--- config.mk ---
export PLATFORM = sky130hd
export DESIGN_NAME = approx_adder_err_monitor
export DESIGN_NICKNAME = d
export VERILOG_FILES = /design/src/rtl/approx_adder_err_monitor.sv
export SDC_FILE = /design/constraint.sdc
export NUM_CORES = 1
export LEC_CHECK = 0
export ABC_CLOCK_PERIOD_IN_PS = 8800
export CAP_MARGIN = 20
export CORE_ASPECT_RATIO = 0.5
export CORE_MARGIN = 4
export CORE_UTILIZATION = 60
export DETAILED_ROUTE_END_ITERATION = 6
export DONT_BUFFER_PORTS = 1
export PLACE_DENSITY = 0.76
export SYNTH_ARGS = -nofsm -noshare
export SYNTH_HDL_FRONTEND = slang
export SYNTH_SLANG_ARGS = --single-unit
--- constraint.sdc ---
create_clock -name clk -period 8.8 [get_ports clk]
set_clock_uncertainty 0.05 [all_clocks]
set_input_delay 2.64 -clock clk [delete_from_list [all_inputs] [get_ports clk]]
set_output_delay 2.64 -clock clk [all_outputs]
set_load 0.03 [all_outputs]
--- src/rtl/approx_adder_err_monitor.sv ---
// Error-statistics monitor for approximate adders: recomputes the exact sum of each
// accepted sample and accumulates count, sum |e|, sum e^2 and max |e| over a run.
module approx_adder_err_monitor #(
  parameter int unsigned W         = 8,
  parameter int unsigned N_SAMPLES = 256,
  parameter int unsigned ACC_W     = 40
) (
  input  logic             clk,
  input  logic             rst_n,
  input  logic             start,
  input  logic             in_valid,
  output logic             in_ready,
  input  logic [W-1:0]     in_a,
  input  logic [W-1:0]     in_b,
  input  logic [W:0]       in_approx,
  output logic             busy,
  output logic             done,
  output logic [31:0]      err_count,
  output logic [ACC_W-1:0] sum_abs_err,
  output logic [ACC_W-1:0] sum_sq_err,
  output logic [W:0]       max_abs_err,
  output logic [31:0]      sample_cnt
);

  localparam int unsigned W1    = W + 1;
  localparam int unsigned W2    = W + 2;
  localparam int unsigned SQ_W  = 2 * W + 2;
  localparam int unsigned SUM_W = ((ACC_W > SQ_W) ? ACC_W : SQ_W) + 1;

  typedef enum logic [1:0] {IDLE, RUN, DRAIN, DONE} state_e;

  state_e            state_q, state_d;
  logic              in_ready_q, in_ready_d;
  logic              busy_q, busy_d;
  logic              done_q, done_d;
  logic              s1_vld_q, s1_vld_d;
  logic [W:0]        abs_q, abs_d;
  logic              ne_q, ne_d;
  logic [31:0]       err_cnt_q, err_cnt_d;
  logic [ACC_W-1:0]  sum_abs_q, sum_abs_d;
  logic [ACC_W-1:0]  sum_sq_q, sum_sq_d;
  logic [W:0]        max_q, max_d;
  logic [31:0]       smp_q, smp_d;

  logic              accept_c;
  logic [W:0]        exact_c;
  logic [W+1:0]      diff_c;
  logic [W:0]        abs_c;
  logic [SQ_W-1:0]   sq_c;
  logic [SUM_W-1:0]  abs_sum_c;
  logic [SUM_W-1:0]  sq_sum_c;

  // Stage-1 datapath: exact sum and magnitude of the signed error
  always_comb begin
    accept_c  = in_valid & in_ready_q;
    exact_c   = W1'(in_a) + W1'(in_b);
    diff_c    = W2'(in_approx) - W2'(exact_c);
    abs_c     = diff_c[W1] ? W1'(-diff_c) : diff_c[W:0];
    sq_c      = SQ_W'(abs_q) * SQ_W'(abs_q);
    abs_sum_c = SUM_W'(sum_abs_q) + SUM_W'(abs_q);
    sq_sum_c  = SUM_W'(sum_sq_q) + SUM_W'(sq_c);
  end

  always_comb begin
    state_d   = state_q;
    s1_vld_d  = accept_c;
    abs_d     = abs_q;
    ne_d      = ne_q;
    err_cnt_d = err_cnt_q;
    sum_abs_d = sum_abs_q;
    sum_sq_d  = sum_sq_q;
    max_d     = max_q;
    smp_d     = smp_q;

    if (accept_c) begin
      abs_d = abs_c;
      ne_d  = |diff_c;
      smp_d = smp_q + 32'd1;
    end

    // Stage 2: accumulate, holding all-ones once an accumulator would overflow
    if (s1_vld_q) begin
      err_cnt_d = err_cnt_q + 32'(ne_q);
      sum_abs_d = (|abs_sum_c[SUM_W-1:ACC_W]) ? {ACC_W{1'b1}} : abs_sum_c[ACC_W-1:0];
      sum_sq_d  = (|sq_sum_c[SUM_W-1:ACC_W])  ? {ACC_W{1'b1}} : sq_sum_c[ACC_W-1:0];
      if (abs_q > max_q) max_d = abs_q;
    end

    case (state_q)
      IDLE, DONE: begin
        if (start) begin
          state_d   = RUN;
          err_cnt_d = '0;
          sum_abs_d = '0;
          sum_sq_d  = '0;
          max_d     = '0;
          smp_d     = '0;
        end
      end
      RUN: begin
        if (accept_c && (smp_q == 32'(N_SAMPLES - 1))) state_d = DRAIN;
      end
      DRAIN: begin
        if (!s1_vld_q) state_d = DONE;
      end
      default: state_d = IDLE;
    endcase

    in_ready_d = (state_d == RUN);
    busy_d     = (state_d == RUN) || (state_d == DRAIN);
    done_d     = (state_d == DONE);
  end

  always_ff @(posedge clk) begin
    if (!rst_n) begin
      state_q    <= IDLE;
      in_ready_q <= 1'b0;
      busy_q     <= 1'b0;
      done_q     <= 1'b0;
      s1_vld_q   <= 1'b0;
      abs_q      <= '0;
      ne_q       <= 1'b0;
      err_cnt_q  <= '0;
      sum_abs_q  <= '0;
      sum_sq_q   <= '0;
      max_q      <= '0;
      smp_q      <= '0;
    end else begin
      state_q    <= state_d;
      in_ready_q <= in_ready_d;
      busy_q     <= busy_d;
      done_q     <= done_d;
      s1_vld_q   <= s1_vld_d;
      abs_q      <= abs_d;
      ne_q       <= ne_d;
      err_cnt_q  <= err_cnt_d;
      sum_abs_q  <= sum_abs_d;
      sum_sq_q   <= sum_sq_d;
      max_q      <= max_d;
      smp_q      <= smp_d;
    end
  end

  assign in_ready    = in_ready_q;
  assign busy        = busy_q;
  assign done        = done_q;
  assign err_count   = err_cnt_q;
  assign sum_abs_err = sum_abs_q;
  assign sum_sq_err  = sum_sq_q;
  assign max_abs_err = max_q;
  assign sample_cnt  = smp_q;

endmodule

==> reports/results.tsv, run 1 <==
stage	metric	value	unit
logic_synthesis	ys_ff_latch	169	
sta	drv_slew	0	
drt	dr.pass1.iters	5	
sta	hold_viol	0	
sta	rsz0062_at_grt	false	
clock_network	holdBufCountCts	0	
die	start_util	61.7	%
critical_path	ff2ff_setup_slack	2.28	ns
die	io_pins	185	
critical_path	crit_fanout	18	
logic_synthesis	synth.distinct_cells	66	
die	die_w	204	um
sta	fin_crit_sh	74.1	%
placed_design	place_congestion	0.952	
drt	vias	9637	
logic_synthesis	synth_common_cells	dfxtp_1, inv_1, nor2_1	
critical_path	crit_type	register to register	
placed_design	portBuffers	0	
sta	slew-limit-headroom	44.9	%
clock_network	clock_latency	0.43	ns
finish	area_growth	7.06	%
finish	n_antenna_cell	0	
clock_network	htreeDepth	4	
drt	postRouteAntennaNets	0	
logic_synthesis	yosysSeqAreaShare	29.5	%
die	die_area	21600	sq um
outcome	status	completed	
hold_path	worst_hold_path.num_cells	2	
logic_synthesis	synth_ff_type	dfxtp_1	
power	vdd_drop_max	112	uV
sta	setup_viol	0	
hold_path	hold_class	register to register	
global_routing	grt_pass1_vias	9297	
placed_design	place_area	11600	sq um
job	cap_violations	0	
finish	final_area	12300	sq um
drt	drt_wl_total	27600	um
logic_synthesis	synthCells	1385	
global_routing	grt-ovfl-total	0	
drt	routedWlPerCell	16.9	um
power	p_clk_share	41.5	%
critical_path	rr_endpoint	sum_sq_err[10]	
clock_network	ctsResizeCount	0	
power	sw_frac_of_total	29.1	%
drt	drc	0	
sta	worst_slew_pin_slew	0.819	ns
sta	finalCriticalPeriod	6.52	ns
hold_path	min_from	ne_q	
critical_path	cp_num_buf_inv	7	
finish	nNetsFinal	1524	
critical_path	cp.required	9.10	ns
placed_design	dpl.hpwl	20800	um
die	die_h	106	um
power	leakage	5.24	nW
logic_synthesis	yosys_warnings	0	
logic_synthesis	synthTopCellsByArea	dfxtp_1, fa_1, ha_1	
logic_synthesis	async_flop_share	0	%
clock_network	clk_pin_slew	0.07	ns
critical_path	critPathCaptureType	register	
power	internal_power	1.35	mW
drt	via_per_inst	5.91	
power	power.total	1.90	mW
finish	drive_gt1_share	4.81	%
power	power.density	154	nW/um^2
critical_path	r2r_cells	22	
global_routing	grt_max_degree	110	
power	power_switching	0.552	mW
drt	drtIter0Drc	662	
die	coreArea	18600	sq um
clock_network	clockBufferDepth	2	
hold_path	hold_end	ne_q	
logic_synthesis	syn_area_per_cell	8.29	sq um
critical_path	path_cells	inv_1 -> nor2_1 -> inv_1 -> fa_1 -> inv_1 -> fa_1 -> inv_1 -> fa_1 -> inv_1 -> fa_1 -> inv_1 -> fa_1 -> inv_1 -> ha_1 -> nand4_1 -> or2_2 -> o221ai_2 -> a31o_2 -> nand4_2 -> nand2_1 -> o22ai_1 -> nor2_1	
logic_synthesis	synth.net_count	1550	
critical_path	r2r-start	abs_q[6]	
global_routing	grt_pass1_wl	46000	um
logic_synthesis	yosys.area.top_type	dfxtp_1	
clock_network	cts_setup_buffers	0	
critical_path	max_stage_delay	0.61	ns
die	row_count	35	
global_routing	antenna_found_initial	0	
sta	timing.fmax	0.153	GHz
critical_path	crit_family	adder cells	
clock_network	cts_buffers	17	
global_routing	grt_use_total	25.5	%
logic_synthesis	yosysMostFrequentCell	dfxtp_1	
clock_network	cts_tree	built	
power	power_frac_seq	42.6	%
logic_synthesis	synth_top_area_share	29.5	%
critical_path	arrival	6.82	ns
critical_path	cpMostUsedCell	inv_1	
sta	fin_setup_tns	0	ns
logic_synthesis	synth_edf_count	0	
critical_path	setup.worst_path.start_class	register	
clock_network	cts_root_buffer	clkbuf_16	
critical_path	crit_slowest_cell	dfxtp_1	
clock_network	cts_sinks	169	
logic_synthesis	syn_area	11500	sq um
power	power_frac_comb	15.9	%
## worst max path at each step
stage / start / endpoint / slack (ns) / depth (start not counted)
after floorplan: abs_q[6] / sum_sq_err[39] / 3.02 / 24
after global placement: abs_q[6] / sum_sq_err[8] / 2.50 / 21
after detailed placement: abs_q[6] / sum_sq_err[17] / 2.33 / 22
after CTS: abs_q[6] / sum_sq_err[10] / 2.31 / 22
after global routing: abs_q[6] / sum_sq_err[17] / 1.83 / 22
final: abs_q[6] / sum_sq_err[10] / 2.28 / 22
## kinds of logic after synthesis
family	share of synthesized area, %
muxes	0.523
DFF	29.5
xor gates and xnor gates	8.39
buffers and inverters	6.83
AOI/OAI and AO/OA	14.7
adders and majority gates	18.3
and+or+nand+nor	21.7
## sequential cells by signal, summed over array words and instances, names as in the netlist
register	flops
sum_abs_err	40
err_count	32
in_ready	1
max_abs_err	9
sum_sq_err	40
done	1
s1_vld_q	1
state_q	2
ne_q	1
abs_q	9
busy	1
sample_cnt	32
## power by group through the flow
stage / logic, mW / clock network, mW / registers (mW)
floorplan: 0.241 / 0 / 0.811
global placement: 0.285 / 0 / 0.826
detailed placement: 0.296 / 0 / 0.826
CTS: 0.299 / 0.800 / 0.809
global route: 0.343 / 0.839 / 0.811
finish: 0.301 / 0.787 / 0.809
## per-stage QoR
step | setup WS (ns) | cells | utilization, % | hold slack, ns
after floorplan | 3.02 | 1385 | - | 0.459
after CTS | 2.31 | 1628 | 65.9 | 0.530
after detailed placement | 2.33 | 1597 | 62.6 | 0.519
after global routing | 1.83 | 1630 | 66.1 | 0.577
final | 2.28 | 1630 | 66.1 | 0.513
after global placement | 2.50 | 1597 | 62.6 | 0.510
## area by class of cell
type,count,area [sq um]
Clock buffer,18,429
Clock inverter,13,185
Fill cell,1557,6320
Inverter,156,586
Multi-Input combinational cell,1009,7320
Sequential cell,169,3380
Tap cell,259,324
Timing Repair Buffer,6,62.6
## worst reg2reg max path, cell delays in order (launching register included)
cell and delay [ns]:
dfxtp_1 0.61, inv_1 0.26, nor2_1 0.24, inv_1 0.10, fa_1 0.59, inv_1 0.07
fa_1 0.50, inv_1 0.05, fa_1 0.47, inv_1 0.06, fa_1 0.54, inv_1 0.06
fa_1 0.50, inv_1 0.04, ha_1 0.35, nand4_1 0.13, or2_2 0.32, o221ai_2 0.23
a31o_2 0.27, nand4_2 0.40, nand2_1 0.40, o22ai_1 0.14, nor2_1 0.11
## layer usage
| metal | part of all wire, % | track usage (%) | vias to the layer above |
|---|---|---|---|
| met1 | 44 | 33.3 | 4583 |
| met4 | 1.8 | 7.22 | 0 |
| met5 | 0 | 0 | - |
| met3 | 7.7 | 7.16 | 38 |
| met2 | 46 | 41.6 | 312 |
| li1 | - | - | 4704 |
## cells in the final DEF, fill, tap and decap left out, types with 7 or more instances in the layout
cell type,Yosys,layout
a211oi_1,7,7
a21o_1,13,13
a21oi_1,86,86
a31oi_1,29,29
and2_1,31,31
and3_1,29,29
clkbuf_16,0,17
dfxtp_1,169,168
fa_1,54,54
ha_1,82,82
inv_1,156,156
nand2_1,96,95
nand3_1,59,59
nand4_1,36,36
nor2_1,125,125
nor2b_1,12,12
nor3_1,32,32
nor4_1,12,12
o211a_1,7,7
o21a_1,9,9
o21ai_0,74,74
o221a_2,11,11
or3_1,14,14
xnor2_1,42,42
xor2_1,68,68
(Power assumes the default switching activity.)
==> run 2: changes to the inputs <==
--- a/config.mk
+++ b/config.mk
@@ -5,7 +5,7 @@
 export SDC_FILE = /design/constraint.sdc
 export NUM_CORES = 1
 export LEC_CHECK = 0
-export ABC_CLOCK_PERIOD_IN_PS = 8800
+export ABC_CLOCK_PERIOD_IN_PS = 6620
 export CAP_MARGIN = 20
 export CORE_ASPECT_RATIO = 0.5
 export CORE_MARGIN = 4
==> constraint.sdc (replaced) <==
create_clock -name clk -period 6.62 [get_ports clk]
set_clock_uncertainty 0.05 [all_clocks]
set_input_delay 1.986 -clock clk [delete_from_list [all_inputs] [get_ports clk]]
set_output_delay 1.986 -clock clk [all_outputs]
set_load 0.03 [all_outputs]
==> run 2 against run 1 <==
Count of clock-buffer cells in the layout up 1. Worst setup slack worse by 1.7 ns. Non-clock buffer count grew 5. Global-route usage grew 0.45 points. Final cell count rose by 0.37%. Die area stayed put. Combinational power is 37% higher. Via count grew 1.9%. Fmax up 8.4%. Sequential power grew 32%. Critical path type unchanged. Critical endpoint is now sum_sq_err[39]. Largest power group unchanged.
==> reports/results.tsv, run 2 (synthesis gave the netlist of run 1 again) <==
stage	metric	value	unit
finish	nNetsFinal	1529	
finish	area_growth	7.14	%
global_routing	top_usage_layer	met2	
placed_design	place_congestion	0.918	
clock_network	cts_tree	built	
placed_design	dp_cells	1602	
clock_network	cts_buffers	17	
sta	hold_viol	0	
placed_design	dp_slack	0.521	ns
global_routing	grt_use_total	26.0	%
critical_path	r2r_cells	22	
drt	drc	0	
clock_network	ctsResizeCount	0	
drt	drtIter0Drc	606	
sta	worst_hold_slack	0.504	ns
sta	fin_setup_tns	0	ns
placed_design	portBuffers	0	
sta	setup_viol	0	
drt	postRouteAntennaNets	0	
clock_network	clockBufferDepth	2	
critical_path	arrival	6.26	ns
global_routing	grt_max_degree	88	
global_routing	met1_usage	35.0	%
sta	timing.fmax	0.166	GHz
critical_path	crit_fanout	8	
clock_network	cts_root_buffer	clkbuf_16	
power	leakage	5.25	nW
critical_path	setup.worst_path.start_class	register	
sta	worst_slew_pin_slew	0.998	ns
sta	rsz0062_at_grt	false	
sta	slew-limit-headroom	32.9	%
outcome	status	completed	
drt	drt_wl_total	28300	um
clock_network	htreeDepth	4	
critical_path	critPathCaptureType	register	
die	row_count	35	
finish	mostFrequentLayoutCells	dfxtp_1, inv_1, nor2_1	
job	cap_violations	0	
placed_design	place_area	11700	sq um
finish	drive_gt1_share	5.30	%
die	start_util	61.7	%
hold_path	hold_end	ne_q	
hold_path	hold_class	register to register	
drt	vias	9824	
hold_path	min_from	ne_q	
finish	nFillCells	1582	
global_routing	grt-ovfl-total	0	
sta	fin_crit_sh	90.8	%
finish	n_antenna_cell	0	
sta	drv_slew	0	
placed_design	dpl.hpwl	21500	um
finish	finish.utilization	66.1	%
drt	routedWlPerCell	17.3	um
global_routing	antenna_found_initial	0	
global_routing	use_met2	41.9	%
die	coreArea	18600	sq um
finish	instances_no_fill	1636	
clock_network	cts_sinks	169	
global_routing	grt_pass1_wl	46400	um
critical_path	ff2ff_setup_slack	0.61	ns
global_routing	grt_pass1_vias	9178	
finish	final_area	12300	sq um
sta	setup_ws	0.608	ns
die	io_pins	185	
drt	dr.pass1.iters	5	
finish	final_common_cell	dfxtp_1	
critical_path	r2r-start	abs_q[6]	
critical_path	crit_type	register to register	
global_routing	grtUsageMet3	6.27	%
power	power.density	202	nW/um^2
die	die_w	204	um
power	power.total	2.49	mW
drt	via_per_inst	6.00	
die	die_area	21600	sq um
clock_network	clk_pin_slew	0.07	ns
critical_path	cp.required	6.87	ns
power	vdd_drop_max	167	uV
sta	finalCriticalPeriod	6.01	ns
critical_path	rr_endpoint	sum_sq_err[39]	
hold_path	worst_hold_path.num_cells	2	
die	die_h	106	um
clock_network	clock_latency	0.43	ns
[run 2: changes by cell type in the layout (fill, tap and decap cells not counted)]
cell       previous run  this run
buf_4                 4        11
bufinv_16             3         1
clkbuf_8              0         2
buf_16                1         0
buf_2                 1         0
clkbuf_1              1         0
clkinv_8              1         2
inv_6                 4         5
[run 2: worst max path at each step]
stage | from | endpoint | slack (ns) | cells after the start
final | abs_q[6] | sum_sq_err[39] | 0.61 | 22
after global placement | abs_q[6] | sum_sq_err[34] | 0.74 | 21
after floorplan | abs_q[6] | sum_sq_err[39] | 0.84 | 24
after CTS | abs_q[6] | sum_sq_err[39] | 0.44 | 21
after global routing | abs_q[6] | sum_sq_err[39] | 0.18 | 22
after detailed placement | abs_q[6] | sum_sq_err[34] | 0.52 | 21
[run 2: power breakdown]
part / internal, mW / total, mW / switching, mW
clock network: 0.556 / 1.01 / 0.456
registers: 1.03 / 1.07 / 0.0376
logic: 0.152 / 0.412 / 0.260
total: 1.74 / 2.49 / 0.753
[run 2: cell type report]
| type | instances | area [sq um] | area share, % |
|---|---|---|---|
| tap | 259 | 324 | 2.63 |
| sequential | 169 | 3380 | 27.5 |
| clock inverter | 13 | 150 | 1.22 |
| multi-input combinational | 1009 | 7320 | 59.5 |
| inverter | 156 | 586 | 4.76 |
| clock buffer | 19 | 453 | 3.68 |
| timing repair buffer | 11 | 82.6 | 0.671 |
[run 2: what timing repair did]
item,4_1_cts,5_1_grt
setup endpoints to repair,0,1
hold buffers,0,0
setup buffers,0,2
[run 2: worst max-delay path, cell delays in order, from the launching register on]
cell and delay [ns]:
dfxtp_1 0.35, inv_1 0.15, nor2_1 0.22, inv_1 0.09, fa_1 0.60, inv_1 0.07, fa_1 0.50, inv_1 0.05
fa_1 0.49, inv_1 0.06, fa_1 0.52, inv_1 0.05, fa_1 0.50, inv_1 0.04, ha_1 0.36, a211oi_1 0.11
or2_2 0.30, o2111a_1 0.13, o31ai_1 0.29, and3_1 0.38, nor3b_1 0.29, and3_1 0.21, nor3_1 0.05
[run 2: routing by layer]
layer	share of wire (%)	wire length (um)
met1	44	12400
met2	46	13200
met3	7.8	2200
met4	1.9	546
met5	0	0
==> edit 1: new RTL, flow settings as in run 2 <==
Reset style: asynchronous (`rst_n`), changed in one clocked block.
--- a/src/rtl/approx_adder_err_monitor.sv
+++ b/src/rtl/approx_adder_err_monitor.sv
@@ -111,7 +111,7 @@
     done_d     = (state_d == DONE);
   end
 
-  always_ff @(posedge clk) begin
+  always_ff @(posedge clk or negedge rst_n) begin
     if (!rst_n) begin
       state_q    <= IDLE;
       in_ready_q <= 1'b0;
Function: differs if rst_n is asserted again (counterexample within 4 cycles, from zero or initial values and one cycle with rst_n low); with rst_n held inactive, the same outputs for 4 cycles.
==> edit 1 against run 2 <==
  * Utilization increased by 0.44 points
  * Sequential cell count unchanged
  * Area after synthesis grew 5.9%
  * Global-route usage up 1.1 points
  * Cell area grew 6.5%
  * Wire length grew 7.0%
  * Setup slack got worse by 0.19 ns
  * Die area rose by 5.6%
  * Critical endpoint is now sum_sq_err[38]
Power is left out: the tool's default activity adds up to more than one toggle a clock period on the data nets, which glitch-free logic cannot reach.
==> edit 1: results (changes against run 2) <==
[global_routing]
grt_start_max_net_pins = 170  ; was 88
grt_first_pass_wirelength_mm = 49.99  ; was 46.35 mm
grt_pass1_vias = 9766  ; was 9178
antenna_found_initial = 0  ; unchanged
grt_use_total = 0.2702  ; was 0.2596

[setup_path]
worst-endpoint-arrival_ns = 6.49  ; was 6.26 ns
reg2regPathDepth = 21  ; was 22
r2r_end = sum_sq_err[38]  ; was sum_sq_err[39]
crit_start = abs_q[1]  ; was abs_q[6]
r2r_slack_ns = 0.42  ; was 0.61 ns
slowest_stage = fa_1  ; unchanged
crit_fanout = 9  ; was 8
slowest_delay_ns = 0.60  ; about the same

[cts]
cts.path.max_buffers = 2  ; unchanged
cts_buffers = 17  ; unchanged
cts-htree-levels = 4  ; unchanged
cts-root-buf = clkbuf_16  ; unchanged
cts.clk_slew.worst_paths_ns = 0.07  ; about the same
insertion_delay_ns = 0.45  ; was 0.43 ns

[synth]
ys.flop_type = dfrtp_1  ; was dfxtp_1
yosysWarningCount = 0  ; unchanged
yosysUniqueCellTypes = 69  ; was 66
async_reset_ff_frac = 1.000  ; was 0
synth.area.top_cells = dfrtp_1 35%, fa_1 8.9%, ha_1 8.4%  ; was dfxtp_1 29%, fa_1 9.4%, ha_1 8.9%
yosysSeqAreaShare = 0.3476  ; was 0.2946
yosys-top-cells-count = 169 x dfrtp_1, 149 x inv_1, 121 x nor2_1, 99 x nand2_1, 91 x a21oi_1  ; was 169 x dfxtp_1, 156 x inv_1, 125 x nor2_1, 96 x nand2_1, 86 x a21oi_1
synth_nets = 1508  ; was 1550

[hold_path]
hold_path_depth = 2  ; unchanged
min_to = ne_q  ; unchanged
hold_path_class = reg -> reg  ; unchanged
min_from = ne_q  ; unchanged

[route]
viasPerCell = 6.217  ; was 6.005
drtPass1Iterations = 6  ; was 5
first_iter_violations = 650  ; was 606
drt-total-wl_mm = 30.32  ; was 28.34 mm

[place]
place_congestion = 0.9517  ; was 0.9177
port-buffer-count = 0  ; unchanged
place_hpwl_mm = 22.22  ; was 21.51 mm

[finish]
drive_gt1_frac = 0.05119  ; was 0.05301
antenna_cells = 0  ; unchanged
nFillCells = 1580  ; was 1582

[outcome]
outcome = finished, final reports clean  ; unchanged

[timing]
timing.slew.headroom = 0.3117  ; was 0.3287

-- edit 1: changes by cell type after synthesis, moves of 8 or more --
| cell | delta |
|---|---|
| dfrtp_1 | +169 |
| dfxtp_1 | -169 |
| o21ai_0 | -22 |
| a221oi_1 | +16 |
| a31oi_1 | -15 |
| nand3_1 | -11 |
| nand4_1 | -10 |
| and4_1 | +8 |
| nor3_1 | -8 |
| nor4_1 | +8 |
-- edit 1: kinds of logic (layout without fill, tap and decap cells) --
kind of cell    after synthesis  count (layout)  synth area share
buf+inv                     192             197           0.05934
mux                          12              12          0.009873
flops                       169             169            0.3476
compound gates              278             278            0.1489
fa+ha+maj                   136             136            0.1732
simple gates                450             450            0.1848
xor+xnor                    106             106           0.07631
-- edit 1: worst max-delay path, delay by kind of cell (launching register included) --
kind                       cells  cell delay, ns
AOI/OAI and AO/OA              3            1.07
and+or+nand+nor                5            1.02
adders and majority gates      6            2.96
DFF                            1            0.45
buffers and inverters          7            0.55
-- edit 1: what timing repair did --
action | CTS | global route
setup endpoints to repair | 0 | 2
setup buffers | 0 | 0
resized for setup | 0 | 3
-- edit 1: metrics by stage --
step | area [sq um] | hold slack [ns] | worst slack, ns | util | cells
finish | 13100 | 0.5443 | 0.4150 | 0.6655 | 1614
global placement | 12450 | 0.5362 | 0.5291 | 0.6326 | 1582
detailed placement | 12450 | 0.5446 | 0.2838 | 0.6326 | 1582
CTS | 13080 | 0.5534 | 0.2488 | 0.6647 | 1613
floorplan | 12170 | 0.4496 | 0.6014 | - | 1343
global route | 13100 | 0.5944 | 0.1157 | 0.6655 | 1614
-- edit 1: how the worst max path moves through the flow --
stage,to,cells past startpoint
after floorplan,sum_sq_err[10],22
after detailed placement,sum_sq_err[38],21
final,sum_sq_err[38],21
after global routing,sum_sq_err[37],21
after CTS,sum_sq_err[38],21
after global placement,sum_sq_err[38],21
-- edit 1: routing by layer --
layer,GRT usage,up-vias,share of wire
met1,0.3642,5007,0.44
met4,0.06515,0,0.018
met5,0,-,0
met3,0.07732,50,0.070
met2,0.4399,315,0.47
li1,-,4663,-
-- edit 1: cell type report --
class	instances	area (sq um)	area share
inverters	151	566.8	0.04327
multi-input cells	982	7227	0.5517
clock buffers	19	442.9	0.03381
flip-flops and latches	169	4230	0.3230
clock inverters	12	188.9	0.01442
repair buffers	15	110.1	0.008406
well taps	266	332.8	0.02541
==> edit 2: new RTL, settings of run 2 <==
Without the edit above. The parameter `W` goes from 8 to 10.
--- a/src/rtl/approx_adder_err_monitor.sv
+++ b/src/rtl/approx_adder_err_monitor.sv
@@ -1,7 +1,7 @@
 // Error-statistics monitor for approximate adders: recomputes the exact sum of each
 // accepted sample and accumulates count, sum |e|, sum e^2 and max |e| over a run.
 module approx_adder_err_monitor #(
-  parameter int unsigned W         = 8,
+  parameter int unsigned W         = 10,
   parameter int unsigned N_SAMPLES = 256,
   parameter int unsigned ACC_W     = 40
 ) (
Interface: changed (resized in_a, in_approx, in_b and max_abs_err); port bits go from 185 to 193. No check against the original RTL was run, so the function may have changed too.
==> edit 2 against run 2 <==
  * Utilization decreased by 1.2 points
  * Total power rose by 7.5%
  * Wire length is 19% higher
  * Area after synthesis rose by 15%
  * Cell area increased by 14%
  * Setup slack got worse by 0.14 ns
  * Sequential cell count grew 4
  * Critical path type unchanged
==> edit 2: results (changes against run 2) <==
[outcome]
outcome = finished, final reports clean  ; unchanged

[finish]
fin_nets = 1757  ; was 1529
antenna_cells = 0  ; unchanged
nFillCells = 1807  ; was 1582
drive_gt1_frac = 0.04941  ; was 0.05301

[global_routing]
grt_first_pass_wirelength_mm = 55.73  ; was 46.35 mm
antenna_found_initial = 0  ; unchanged
grt_use_total = 0.2790  ; was 0.2596
grt_start_max_net_pins = 68  ; was 88

[cts]
cts_resized = 0  ; unchanged
insertion_delay_ns = 0.45  ; was 0.43 ns
cts_buffers = 17  ; unchanged
cts.path.max_buffers = 2  ; unchanged
cts-htree-levels = 4  ; unchanged
cts_setup_buffers = 0  ; unchanged
cts-root-buf = clkbuf_16  ; unchanged
cts.clk_slew.worst_paths_ns = 0.07  ; about the same

[route]
first_iter_violations = 935  ; was 606
vias = 10995  ; was 9824
wl_per_cell_microns = 18.29  ; was 17.32 microns
drtPass1Iterations = 7  ; was 5

[pwr]
leakagePower_nw = 5.925  ; was 5.248 nW
ir_drop_mv = 0.1850  ; was 0.1671 mV

[place]
place_hpwl_mm = 25.63  ; was 21.51 mm
port-buffer-count = 0  ; unchanged
pre_cts_slack_ns = 0.3321  ; was 0.5213 ns
place_congestion = 0.9179  ; was 0.9177

[synth]
synth.area.top_cells = dfxtp_1 26%, fa_1 15%, ha_1 9.6%  ; was dfxtp_1 29%, fa_1 9.4%, ha_1 8.9%
async_reset_ff_frac = 0  ; unchanged
yosysSeqAreaShare = 0.2625  ; was 0.2946
yosysUniqueCellTypes = 75  ; was 66
yosys-top-cells-count = 213 x inv_1, 173 x dfxtp_1, 121 x nor2_1, 101 x ha_1, 99 x nand2_1  ; was 169 x dfxtp_1, 156 x inv_1, 125 x nor2_1, 96 x nand2_1, 86 x a21oi_1
yosysWarningCount = 0  ; unchanged

[setup_path]
crit_fanout = 13  ; was 8
worst-endpoint-arrival_ns = 6.44  ; was 6.26 ns

[hold_path]
hold_path_class = reg -> reg  ; unchanged

[timing]
worstMarginPinSlew_ns = 1.085  ; was 0.9978 ns
hold_violations = 0  ; unchanged

==> edit 2: cell count changes after synthesis, sizes merged, moves of 9 or more <==
cell,change
ha,+19
nand4,-15
inv,+57
a21oi,+11
xor2,-9
xnor2,+10
o21ai,+13
fa,+42
clkbuf,+9
nand3,-10
a211oi,+9
==> edit 2: layer usage <==
layer | share of wire | track usage | vias to the layer above | routed length [microns]
li1 | - | - | 5231 | -
met1 | 0.45 | 0.3776 | 5326 | 14990
met2 | 0.45 | 0.4377 | 373 | 15130
met3 | 0.077 | 0.06922 | 65 | 2576
met4 | 0.027 | 0.1033 | 0 | 920
met5 | 0 | 0 | - | 0
==> edit 2: final timing paths <==
check	start	endpoint	slack [ns]	depth (start not counted)
max	abs_q[8]	sum_sq_err[27]	0.46	20
min	ne_q	ne_q	0.53	2
max reg2reg	abs_q[8]	sum_sq_err[27]	0.46	20
min reg2reg	ne_q	ne_q	0.53	2
==> edit 2: layout make-up <==
| class | instances | area share |
|---|---|---|
| Tap cell | 300 | 0.02672 |
| Timing Repair Buffer | 14 | 0.007481 |
| Clock inverter | 14 | 0.01211 |
| Inverter | 213 | 0.05691 |
| Clock buffer | 18 | 0.03126 |
| Multi-Input combinational cell | 1106 | 0.6187 |
| Sequential cell | 173 | 0.2468 |
==> edit 2: power by group <==
part / switching (mW) / leakage, nW / internal (mW)
clock network: 0.494 / 0.295 / 0.550
registers: 0.0452 / 1.40 / 1.06
logic: 0.336 / 4.23 / 0.199
==> edit 2: through the flow <==
step           power, mW  hold slack [ns]  utilization  instances  cell area, sq um
2_1_floorplan      1.525           0.4499            -       1555             13190
3_3_place_gp       1.635           0.5186       0.6211       1806             13440
3_5_place_dp       1.654           0.5210       0.6211       1806             13440
4_1_cts            2.695           0.5346       0.6493       1838             14050
5_1_grt            2.809           0.5900       0.6494       1838             14050
6_report           2.678           0.5278       0.6494       1838             14050
==> edit 2: kinds of logic (layout without fill, tap and decap cells) <==
group / count (synthesis) / count (layout) / synth area share
buf+inv: 276 / 259 / 0.07996
simple gates: 469 / 469 / 0.1809
mux: 6 / 6 / 0.004553
compound gates: 323 / 323 / 0.1569
flops: 173 / 173 / 0.2625
fa+ha+maj: 197 / 197 / 0.2415
xor+xnor: 111 / 111 / 0.07370
==> edit 2: critical path: stages (launching register included) <==
cell and delay (ns):
dfxtp_1 0.60, and2_1 0.26, fa_1 0.45, fa_1 0.54, inv_1 0.05, fa_1 0.52
inv_1 0.06, fa_1 0.53, inv_1 0.05, fa_1 0.53, inv_1 0.05, ha_1 0.37
nand4_1 0.20, nor2_1 0.06, a211o_1 0.26, a31oi_1 0.25, o31ai_1 0.12, buf_4 0.16
a41o_1 0.37, and4_1 0.27, o31a_1 0.28
